===== src/rtl/dvp_tx_pkg.sv =====
// Shared DVP definitions: frame-state encoding and default video timing.
package dvp_tx_pkg;

  typedef enum logic [2:0] {
    ST_IDLE   = 3'd0,
    ST_VSYNC  = 3'd1,
    ST_VBP    = 3'd2,
    ST_ACTIVE = 3'd3,
    ST_VFP    = 3'd4
  } dvp_state_e;

  localparam int DVP_H_ACTIVE  = 640;
  localparam int DVP_V_ACTIVE  = 480;
  localparam int DVP_H_BLANK   = 144;
  localparam int DVP_VS_LINES  = 3;
  localparam int DVP_VBP_LINES = 17;
  localparam int DVP_VFP_LINES = 10;

endpackage


===== src/rtl/dvp_tx_timing.sv =====
// DVP raster generator: pclk phase, pclk/line counters and frame state.
module dvp_tx_timing
  import dvp_tx_pkg::*;
#(
  parameter int H_ACTIVE  = DVP_H_ACTIVE,
  parameter int V_ACTIVE  = DVP_V_ACTIVE,
  parameter int H_BLANK   = DVP_H_BLANK,
  parameter int VS_LINES  = DVP_VS_LINES,
  parameter int VBP_LINES = DVP_VBP_LINES,
  parameter int VFP_LINES = DVP_VFP_LINES
) (
  input  logic clk,
  input  logic rst_n,
  input  logic enable_i,
  output logic pclk_o,
  output logic upd_o,
  output logic href_next_o,
  output logic byte_hi_next_o,
  output logic frame_start_o,
  output logic href_o,
  output logic vsync_o,
  output logic frame_done_o
);

  localparam int LINE_LEN    = 2 * H_ACTIVE + H_BLANK;
  localparam int FRAME_LINES = VS_LINES + VBP_LINES + V_ACTIVE + VFP_LINES;
  localparam int HW = (LINE_LEN > 1) ? $clog2(LINE_LEN) : 1;
  localparam int VW = (FRAME_LINES > 1) ? $clog2(FRAME_LINES) : 1;
  localparam logic [HW-1:0] H_LAST = HW'(LINE_LEN - 1);
  localparam logic [HW-1:0] H_HREF = HW'(2 * H_ACTIVE);
  localparam logic [VW-1:0] V_LAST = VW'(FRAME_LINES - 1);
  localparam logic [VW-1:0] V_BP0  = VW'(VS_LINES);
  localparam logic [VW-1:0] V_ACT0 = VW'(VS_LINES + VBP_LINES);
  localparam logic [VW-1:0] V_FP0  = VW'(VS_LINES + VBP_LINES + V_ACTIVE);

  dvp_state_e      state_q, state_d;
  logic [HW-1:0]   h_q, h_d;
  logic [VW-1:0]   v_q, v_d;
  logic            pclk_q, href_q, href_d, vsync_q, vsync_d, fdone_q;
  logic            last_pos;

  function automatic dvp_state_e state_of(input logic [VW-1:0] v);
    dvp_state_e s;
    if (v < V_BP0)       s = ST_VSYNC;
    else if (v < V_ACT0) s = ST_VBP;
    else if (v < V_FP0)  s = ST_ACTIVE;
    else                 s = ST_VFP;
    return s;
  endfunction

  // h/v/state describe the pclk period currently on the wire; *_d is the next one.
  always_comb begin
    state_d = state_q;
    h_d     = h_q;
    v_d     = v_q;
    if (state_q == ST_IDLE) begin
      if (enable_i) state_d = ST_VSYNC;
    end else if (h_q != H_LAST) begin
      h_d = h_q + HW'(1);
    end else if (v_q != V_LAST) begin
      h_d     = '0;
      v_d     = v_q + VW'(1);
      state_d = state_of(v_d);
    end else begin
      h_d     = '0;
      v_d     = '0;
      state_d = enable_i ? ST_VSYNC : ST_IDLE;
    end
    href_d  = (state_d == ST_ACTIVE) && (h_d < H_HREF);
    vsync_d = (state_d == ST_VSYNC);
  end

  assign last_pos = (state_q != ST_IDLE) && (h_q == H_LAST) && (v_q == V_LAST);

  always_ff @(posedge clk or negedge rst_n) begin
    if (!rst_n) begin
      pclk_q  <= 1'b0;
      state_q <= ST_IDLE;
      h_q     <= '0;
      v_q     <= '0;
      href_q  <= 1'b0;
      vsync_q <= 1'b0;
      fdone_q <= 1'b0;
    end else begin
      pclk_q  <= ~pclk_q;
      fdone_q <= ~pclk_q & last_pos;
      if (pclk_q) begin
        state_q <= state_d;
        h_q     <= h_d;
        v_q     <= v_d;
        href_q  <= href_d;
        vsync_q <= vsync_d;
      end
    end
  end

  assign pclk_o         = pclk_q;
  assign upd_o          = pclk_q;
  assign href_next_o    = href_d;
  assign byte_hi_next_o = ~h_d[0];
  assign frame_start_o  = pclk_q && (state_d == ST_VSYNC) && (state_q != ST_VSYNC);
  assign href_o         = href_q;
  assign vsync_o        = vsync_q;
  assign frame_done_o   = fdone_q;

endmodule


===== src/rtl/dvp_tx.sv =====
// DVP transmitter top: pixel handshake, byte serialisation and underrun flag.
module dvp_tx
  import dvp_tx_pkg::*;
#(
  parameter int H_ACTIVE  = DVP_H_ACTIVE,
  parameter int V_ACTIVE  = DVP_V_ACTIVE,
  parameter int H_BLANK   = DVP_H_BLANK,
  parameter int VS_LINES  = DVP_VS_LINES,
  parameter int VBP_LINES = DVP_VBP_LINES,
  parameter int VFP_LINES = DVP_VFP_LINES
) (
  input  logic        clk,
  input  logic        rst_n,
  input  logic        enable,
  input  logic [15:0] pix_data,
  input  logic        pix_valid,
  output logic        pix_ready,
  output logic        dvp_pclk,
  output logic        dvp_vsync,
  output logic        dvp_href,
  output logic [7:0]  dvp_data,
  output logic        frame_done,
  output logic        underrun
);

  logic       upd, href_next, byte_hi_next, frame_start;
  logic [7:0] data_q, data_d, lo_q, lo_d;
  logic       underrun_q, underrun_d;

  dvp_tx_timing #(
    .H_ACTIVE (H_ACTIVE),
    .V_ACTIVE (V_ACTIVE),
    .H_BLANK  (H_BLANK),
    .VS_LINES (VS_LINES),
    .VBP_LINES(VBP_LINES),
    .VFP_LINES(VFP_LINES)
  ) u_timing (
    .clk           (clk),
    .rst_n         (rst_n),
    .enable_i      (enable),
    .pclk_o        (dvp_pclk),
    .upd_o         (upd),
    .href_next_o   (href_next),
    .byte_hi_next_o(byte_hi_next),
    .frame_start_o (frame_start),
    .href_o        (dvp_href),
    .vsync_o       (dvp_vsync),
    .frame_done_o  (frame_done)
  );

  assign pix_ready = upd & href_next & byte_hi_next;

  // A missing pixel is sent as 0x0000; the raster never stalls.
  always_comb begin
    data_d     = data_q;
    lo_d       = lo_q;
    underrun_d = underrun_q;
    if (upd) begin
      if (!href_next) begin
        data_d = '0;
      end else if (byte_hi_next) begin
        data_d = pix_valid ? pix_data[15:8] : 8'h00;
        lo_d   = pix_valid ? pix_data[7:0]  : 8'h00;
      end else begin
        data_d = lo_q;
      end
    end
    if (frame_start)
      underrun_d = 1'b0;
    else if (pix_ready && !pix_valid)
      underrun_d = 1'b1;
  end

  always_ff @(posedge clk or negedge rst_n) begin
    if (!rst_n) begin
      data_q     <= '0;
      lo_q       <= '0;
      underrun_q <= 1'b0;
    end else begin
      data_q     <= data_d;
      lo_q       <= lo_d;
      underrun_q <= underrun_d;
    end
  end

  assign dvp_data = data_q;
  assign underrun = underrun_q;

endmodule


===== config.mk =====
export PLATFORM = sky130hd
export DESIGN_NAME = dvp_tx
export DESIGN_NICKNAME = d
export VERILOG_FILES = /design/src/rtl/dvp_tx_pkg.sv /design/src/rtl/dvp_tx_timing.sv /design/src/rtl/dvp_tx.sv
export SDC_FILE = /design/constraint.sdc
export NUM_CORES = 1
export LEC_CHECK = 0
export BUFFER_PORTS_ARGS = -buffer_cell sky130_fd_sc_hd__clkbuf_2
export CAP_MARGIN = 10
export CORE_ASPECT_RATIO = 0.8
export CORE_UTILIZATION = 57
export DETAILED_ROUTE_END_ITERATION = 8
export GPL_ROUTABILITY_DRIVEN = 0
export GPL_TIMING_DRIVEN = 0
export HOLD_SLACK_MARGIN = 0.03
export PLACE_DENSITY_LB_ADDON = 0.1
export SLEW_MARGIN = 15
export SYNTH_ARGS = -nofsm -noshare
export SYNTH_HDL_FRONTEND = slang
export SYNTH_HIERARCHICAL = 1
export SYNTH_SLANG_ARGS = --single-unit

===== constraint.sdc =====
create_clock -name clk -period 4.6 [get_ports clk]
set_input_delay 0.69 -clock clk [delete_from_list [all_inputs] [get_ports clk]]
set_output_delay 0.69 -clock clk [all_outputs]
set_load 0.05 [all_outputs]

Word-level counts from Yosys, hierarchy flattened
Index checks and enable logic that the tools add are counted.
{"block": "op_classes", "add_sub_neg": 2, "order_cmp": 4, "eq_ne": 7, "mux": 17, "bitwise_logic": 7, "reduce_logical": 12}
{"operator": "8-bit 2-to-1 mux", "count": 4}
{"operator": "11-bit 2-to-1 mux", "count": 2}
{"operator": "3-bit 2-to-1 mux", "count": 7}
{"operator": "11-bit by 1-bit adder with 11-bit output (second input constant)", "count": 1}
{"operator": "11-bit == test (second input constant)", "count": 1}
{"operator": "11-bit < comparator (second input constant)", "count": 1}
{"operator": "11-bit inequality test (second input constant)", "count": 1}
{"operator": "9-bit by 1-bit adder with 9-bit output (second input constant)", "count": 1}
{"operator": "9-bit == test (second input constant)", "count": 1}
{"operator": "9-bit by 2-bit < comparator with 1-bit output (second input constant)", "count": 1}
{"operator": "9-bit by 5-bit < comparator with 1-bit output (second input constant)", "count": 1}
{"operator": "9-bit < comparator (second input constant)", "count": 1}
{"operator": "9-bit 2-to-1 mux", "count": 1}
{"operator": "9-bit inequality test (second input constant)", "count": 1}
{"operator": "1-bit logical AND", "count": 6}
{"operator": "3-bit AND reduction", "count": 2}
{"operator": "1-bit NOT", "count": 4}
{"operator": "1-bit bitwise AND", "count": 3}
{"operator": "3-bit by 1-bit == test with 1-bit output (second input constant)", "count": 1}
{"operator": "3-bit by 2-bit == test with 1-bit output (second input constant)", "count": 1}
{"operator": "3-bit logical NOT", "count": 1}
{"operator": "1-bit 2-to-1 mux", "count": 3}
{"operator": "3-bit by 1-bit inequality test with 1-bit output (second input constant)", "count": 1}
{"operator": "3-bit nonzero test", "count": 1}
{"operator": "2 further kinds", "count": 2}
{"block": "totals", "register_bits": 44, "input_bits": 20, "output_inout_bits": 14, "word_cells": 59}

Longest topological paths before layout
{"block": "depth", "ltp_word": 15, "ltp_mapped": 12, "depth_no_buf": 10}

Cells and area by module
The synthesis kept the hierarchy.
{"mod": "dvp_tx_timing", "n_inst": 1, "cells_per_inst": 202, "area_per_inst_um2": 1773.0, "seq_area_each_um2": 675.6}
{"mod": "dvp_tx", "n_inst": 1, "cells_per_inst": 51, "area_per_inst_um2": 738.2, "seq_area_each_um2": 425.4}

Worst setup path before layout
Ideal clock, no wire load.
{"block": "synth_path", "path_kind": "reg-to-output", "startpoint": "reg u_timing.v_q[0]", "endpoint": "out pix_ready", "arrival_time_ns": 2.768, "path_slack_ns": 1.142, "path_stages_with_launch": 10, "n_path_buf": 0, "cell_sequence": "dfrtp_1 ha_1 nand3_2 or3_1 a221oi_1 mux2i_1 o41ai_4 nor2_1 nand3_2 inv_1"}
{"block": "synth_via", "elab_chain_len": 12}
{"item": "start: declaration", "line_no": "dvp_tx_timing.sv:38", "text": "logic [VW-1:0] v_q, v_d;"}
{"item": "start signal: assignment", "line_no": "dvp_tx_timing.sv:90", "text": "v_q <= v_d;"}
{"item": "9-bit by 1-bit adder with 9-bit output", "line_no": "dvp_tx_timing.sv:62", "text": "v_d = v_q + VW'(1);"}
{"item": "9-bit < comparator", "line_no": "dvp_tx_timing.sv:46", "text": "else if (v < V_FP0) s = ST_ACTIVE;"}
{"item": "3-bit 2-to-1 mux", "line_no": "dvp_tx_timing.sv:46"}
{"item": "3-bit 2-to-1 mux", "line_no": "dvp_tx_timing.sv:45", "text": "else if (v < V_ACT0) s = ST_VBP;"}
{"item": "3-bit 2-to-1 mux", "line_no": "dvp_tx_timing.sv:44", "text": "if (v < V_BP0) s = ST_VSYNC;"}
{"item": "3-bit 2-to-1 mux *", "line_no": "dvp_tx_timing.sv:60", "text": "end else if (v_q != V_LAST) begin"}
{"item": "3-bit 2-to-1 mux *", "line_no": "dvp_tx_timing.sv:58", "text": "end else if (h_q != H_LAST) begin"}
{"item": "3-bit 2-to-1 mux *", "line_no": "dvp_tx_timing.sv:56", "text": "if (state_q == ST_IDLE) begin"}
{"item": "3-bit by 2-bit == test with 1-bit output *", "line_no": "dvp_tx_timing.sv:69", "text": "href_d = (state_d == ST_ACTIVE) && (h_d < H_HREF);"}
{"item": "1-bit logical AND *", "line_no": "dvp_tx_timing.sv:69"}
{"item": "net href_next", "line_no": "dvp_tx.sv:26", "text": "logic upd, href_next, byte_hi_next, frame_start;"}
{"item": "1-bit bitwise AND * (2 in series)", "line_no": "dvp_tx.sv:51", "text": "assign pix_ready = upd & href_next & byte_hi_next;"}
{"item": "end: declaration", "line_no": "dvp_tx.sv:17", "text": "output logic pix_ready,"}
The timed path passes the listed nets; every way through them passes the cells marked *.

Worst setup path after layout
Ends and elaborated chain as after synthesis.

==> impl_table.tex <==
\begin{tabular}{lr}
\hline
Metric & Value \\
\hline
\multicolumn{2}{l}{\textbf{Outcome}} \\
\quad Result of the run & finished clean \\
\multicolumn{2}{l}{\textbf{Die}} \\
\quad Die area & $\sim$4700 µm² \\
\quad Number of top-level pins & 34 \\
\quad Die H & between 60 and 70 µm \\
\quad Starting Density & roughly three fifths \\
\quad Total number of placement rows & 21 \\
\quad Die width & between 70 and 80 µm \\
\quad Core area & 4204 µm² \\
\multicolumn{2}{l}{\textbf{Final layout}} \\
\quad Post-route cell area & 2913 µm² \\
\quad Multi-input combinational cell area & 1291 µm² \\
\quad Fill cells & 327 \\
\quad Most common cell after layout, fill and taps aside & dfrtp\_1 \\
\quad Area taken by flip-flops and latches & 1101 µm² \\
\quad Most frequent cells in the layout & dfrtp\_1 (44), clkbuf\_2 (32), nand2\_1 (28) \\
\quad Area growth from synthesis to final layout & 15.99\% \\
\quad Ant. Diodes & 0 \\
\quad Ratio of cells with drive above 1 in the final layout & $\sim$29\% \\
\quad Nets & 316 \\
\quad Filler-free cell count of the finished design & 351 \\
\multicolumn{2}{l}{\textbf{Global routing}} \\
\quad Global-route wire length before repair & between 8 and 9 mm \\
\quad Number of global-route vias before repair & between 1500 and 2000 \\
\quad GRT overflow & 0 \\
\quad Largest net degree at the start of global routing & 45 \\
\quad Global router's overall resource usage & 25.01\% \\
\quad Antenna violations before repair & 0 \\
\multicolumn{2}{l}{\textbf{CTS}} \\
\quad Maximum number of buffers from clock root to sink & 2 \\
\quad TritonCTS Buffers & 5 \\
\quad CTS tree & yes \\
\quad Clock root cell & clkbuf\_8 \\
\quad Post-CTS Hold Buffers & 0 \\
\quad Clk sink count & 44 \\
\quad Clock latency on the worst-skew pair & 0.30 ns \\
\quad Clk pin slew, worst setup/hold paths & 0.08 ns \\
\quad H-tree levels & 2 \\
\multicolumn{2}{l}{\textbf{Synthesis}} \\
\quad Cell type with the largest total area after synthesis & dfrtp\_1 \\
\quad Distinct cells, synth & 55 \\
\quad Synth Warn \# & 6 \\
\quad Flops \& latches, synth & 44 \\
\quad Gate count of the mapped netlist & 253 \\
\quad Top cells by area in the synthesized netlist & dfrtp\_1 (44\%), nand2\_1 (4.2\%), a22o\_2 (3.2\%) \\
\quad Synthesized area per cell & 9.926 µm² \\
\quad Post-Synth Simple-Gate Area & 22.62\% \\
\quad Area share of the leading cell type in the synthesized netlist & 43.85\% \\
\quad Fraction of synthesis flops using an asynchronous set or reset pin & 100.0\% \\
\quad Share of synthesized area spent on multiplexers & 0.8470\% \\
\quad Sequential element share of the synthesized area & 43.85\% \\
\quad XOR/XNOR Fraction of Synth Area & 2.093\% \\
\quad Net Count, Synth & 276 \\
\quad Fraction of the mapped netlist area in compound gates & 24.12\% \\
\quad Post-synth EDFFs & 0 \\
\quad Post-Synth Adder-Cell Area & 1.495\% \\
\quad Most used DFF post-synth & dfrtp\_1 \\
\quad Combined area of all synthesized cells & 2511 µm² \\
\quad Largest family of logic cells by synthesized area & compound AO/OA/AOI/OAI gates \\
\multicolumn{2}{l}{\textbf{Worst setup path}} \\
\quad Critical-path cell list & ha\_1 -> nand3\_2 -> or3\_1 -> a221oi\_2 -> mux2i\_1 -> o41ai\_4 -> nor2\_1 -> nand3\_2 -> inv\_1 -> clkbuf\_2 \\
\quad Capturing element type of the critical path & output port \\
\quad Library cell contributing the largest single delay on the critical path & dfrtp\_1 \\
\quad Delay of the slowest cell on the worst path & 0.48 ns \\
\quad Largest driver fanout on the critical path & 10 \\
\quad CP dominant cell by count & nand3\_2 \\
\quad Worst Path Class, Setup & reg -> out \\
\quad Worst endpoint required time & 3.91 ns \\
\quad Dominant delay contributor by cell family on the critical path & simple AND/OR/NAND/NOR gates \\
\quad Worst endpoint data arrival time & $\sim$3.6 ns \\
\quad Element type at the critical path start & flop \\
\quad Buf+Inv Stages, Crit Path & 2 \\
\multicolumn{2}{l}{\textbf{Drt}} \\
\quad Length of the first detailed-routing pass in iterations & 4 \\
\quad Total wire length & 5.374 mm \\
\quad Detailed-route vias per instance & 6.085 \\
\quad Remaining routing DRC violations & 0 \\
\quad Number of DRC markers after the initial detailed-route iteration & 116 \\
\quad Number of vias in the routed layout & 2136 \\
\quad WL/cell & 15.31 µm \\
\quad Antenna viol nets, final & 0 \\
\multicolumn{2}{l}{\textbf{Timing}} \\
\quad Worst clock skew & between 0.008 and 0.009 ns \\
\quad Number of failing hold endpoints at the final stage & 0 \\
\quad RSZ-0062 raised after global routing & no \\
\quad Final setup violating endpoints & 0 \\
\quad Final-layout setup total negative slack & 0 ns \\
\quad Min Clock Period, post-route & 4.275 ns \\
\quad Highest achievable clock rate & around 0.23 GHz \\
\quad Transition time at the pin with the least slew margin & 0.9672 ns \\
\quad Pins over their slew limit & 0 \\
\quad Fraction of the cycle the final worst path needs & 92.93\% \\
\quad Max\_slew headroom & 35.52\% \\
\multicolumn{2}{l}{\textbf{Placed design}} \\
\quad Buffers on Ports & 33 \\
\quad Placed cell count & approximately 340 \\
\quad Post-detailed-placement cell area & 2748 µm² \\
\quad Sum of net half-perimeters after detailed placement & 3.709 mm \\
\multicolumn{2}{l}{\textbf{Pwr}} \\
\quad Leakage component of the power & around 1.3 nW \\
\quad Total Power & 0.8031 mW \\
\quad Worst IR drop on VDD & 219.0 µV \\
\quad Pwr Density & around 280 nW/µm² \\
\multicolumn{2}{l}{\textbf{Run}} \\
\quad Number of maximum-capacitance constraint violations & 0 \\
\multicolumn{2}{l}{\textbf{Hold path}} \\
\quad Type of the tightest min-delay check & reg -> reg \\
\hline
\end{tabular}
## cell usage after synthesis (6+ instances only)
cell type	number
a31oi_1	6
nand2_1	28
a21oi_1	10
nor2b_1	9
o21ai_0	16
a22o_2	8
nand3_1	6
nor3_1	8
o31ai_1	10
dfrtp_1	44
clkbuf_1	7
a221o_2	6
nor2_1	13
## worst min-delay path, stage by stage (launching register included)
cell	delay (ns)
dfrtp_1	0.35
nand2b_1	0.06
o31ai_1	0.06
## flip-flops by register name, indices dropped and copies added (netlist names)
name / cells
dvp_data: 8
lo_q: 8
u_timing/frame_done_o: 1
u_timing/h_q: 11
u_timing/href_o: 1
u_timing/pclk_o: 1
u_timing/state_q: 3
u_timing/v_q: 9
u_timing/vsync_o: 1
underrun: 1
## path summary, 6_finish.rpt
kind | start | to | slack [ns] | cells after the start
max | u_timing/v_q[0] | pix_ready | 0.33 | 10
min | underrun | underrun | 0.50 | 2
max reg2reg | u_timing/v_q[0] | dvp_data[5] | 0.92 | 11
min reg2reg | underrun | underrun | 0.50 | 2
max in group asynchronous | rst_n | u_timing/state_q[2] | 3.46 | 1
min in group asynchronous | rst_n | u_timing/v_q[6] | 0.54 | 1
## stage by stage
step / setup WS [ns] / utilization, % / hold slack [ns]
after floorplan: 1.142 / - / 0.3944
after global placement: 0.5635 / 65.36 / 0.4715
after detailed placement: 0.6023 / 65.36 / 0.4738
after CTS: 0.1826 / 69.14 / 0.4952
after global routing: 0.08790 / 69.29 / 0.5273
final: 0.3253 / 69.29 / 0.4958
## final cells by class
class | count | share of cell area, %
Clock buffer | 5 | 2.363
Sequential cell | 44 | 37.80
Buffer | 16 | 3.780
Timing Repair Buffer | 33 | 5.670
Multi-Input combinational cell | 189 | 44.33
Clock inverter | 3 | 3.093
Inverter | 4 | 0.5155
Tap cell | 57 | 2.448
## routing by layer
metal  up-vias  wire length (µm)  global-route usage (%)
met5         -                 0                       0
met2        60              2414                   38.48
met4         0                44                   9.066
li1       1029                 -                       -
met1      1042              2654                   35.69
met3         5               260                   5.037
## where the power goes
group	switching [mW]	internal [mW]
logic	0.00980	0.00596
registers	0	0.386
clock network	0.130	0.271
total	0.139	0.664
## cells by family (layout without fill, tap and decap cells)
| kind of cell | after synthesis | count (layout) |
|---|---|---|
| muxes | 2 | 2 |
| AOI/OAI and AO/OA | 76 | 76 |
| and+or+nand+nor | 102 | 102 |
| xor gates and xnor gates | 6 | 6 |
| adders and majority gates | 3 | 3 |
| buffers and inverters | 20 | 61 |
| DFF | 44 | 44 |
## timing repair
action	in CTS	in global routing
setup buffers	0	0
setup endpoints to repair	0	1
resized for setup	0	1
Power figures use the tool's default switching activity.
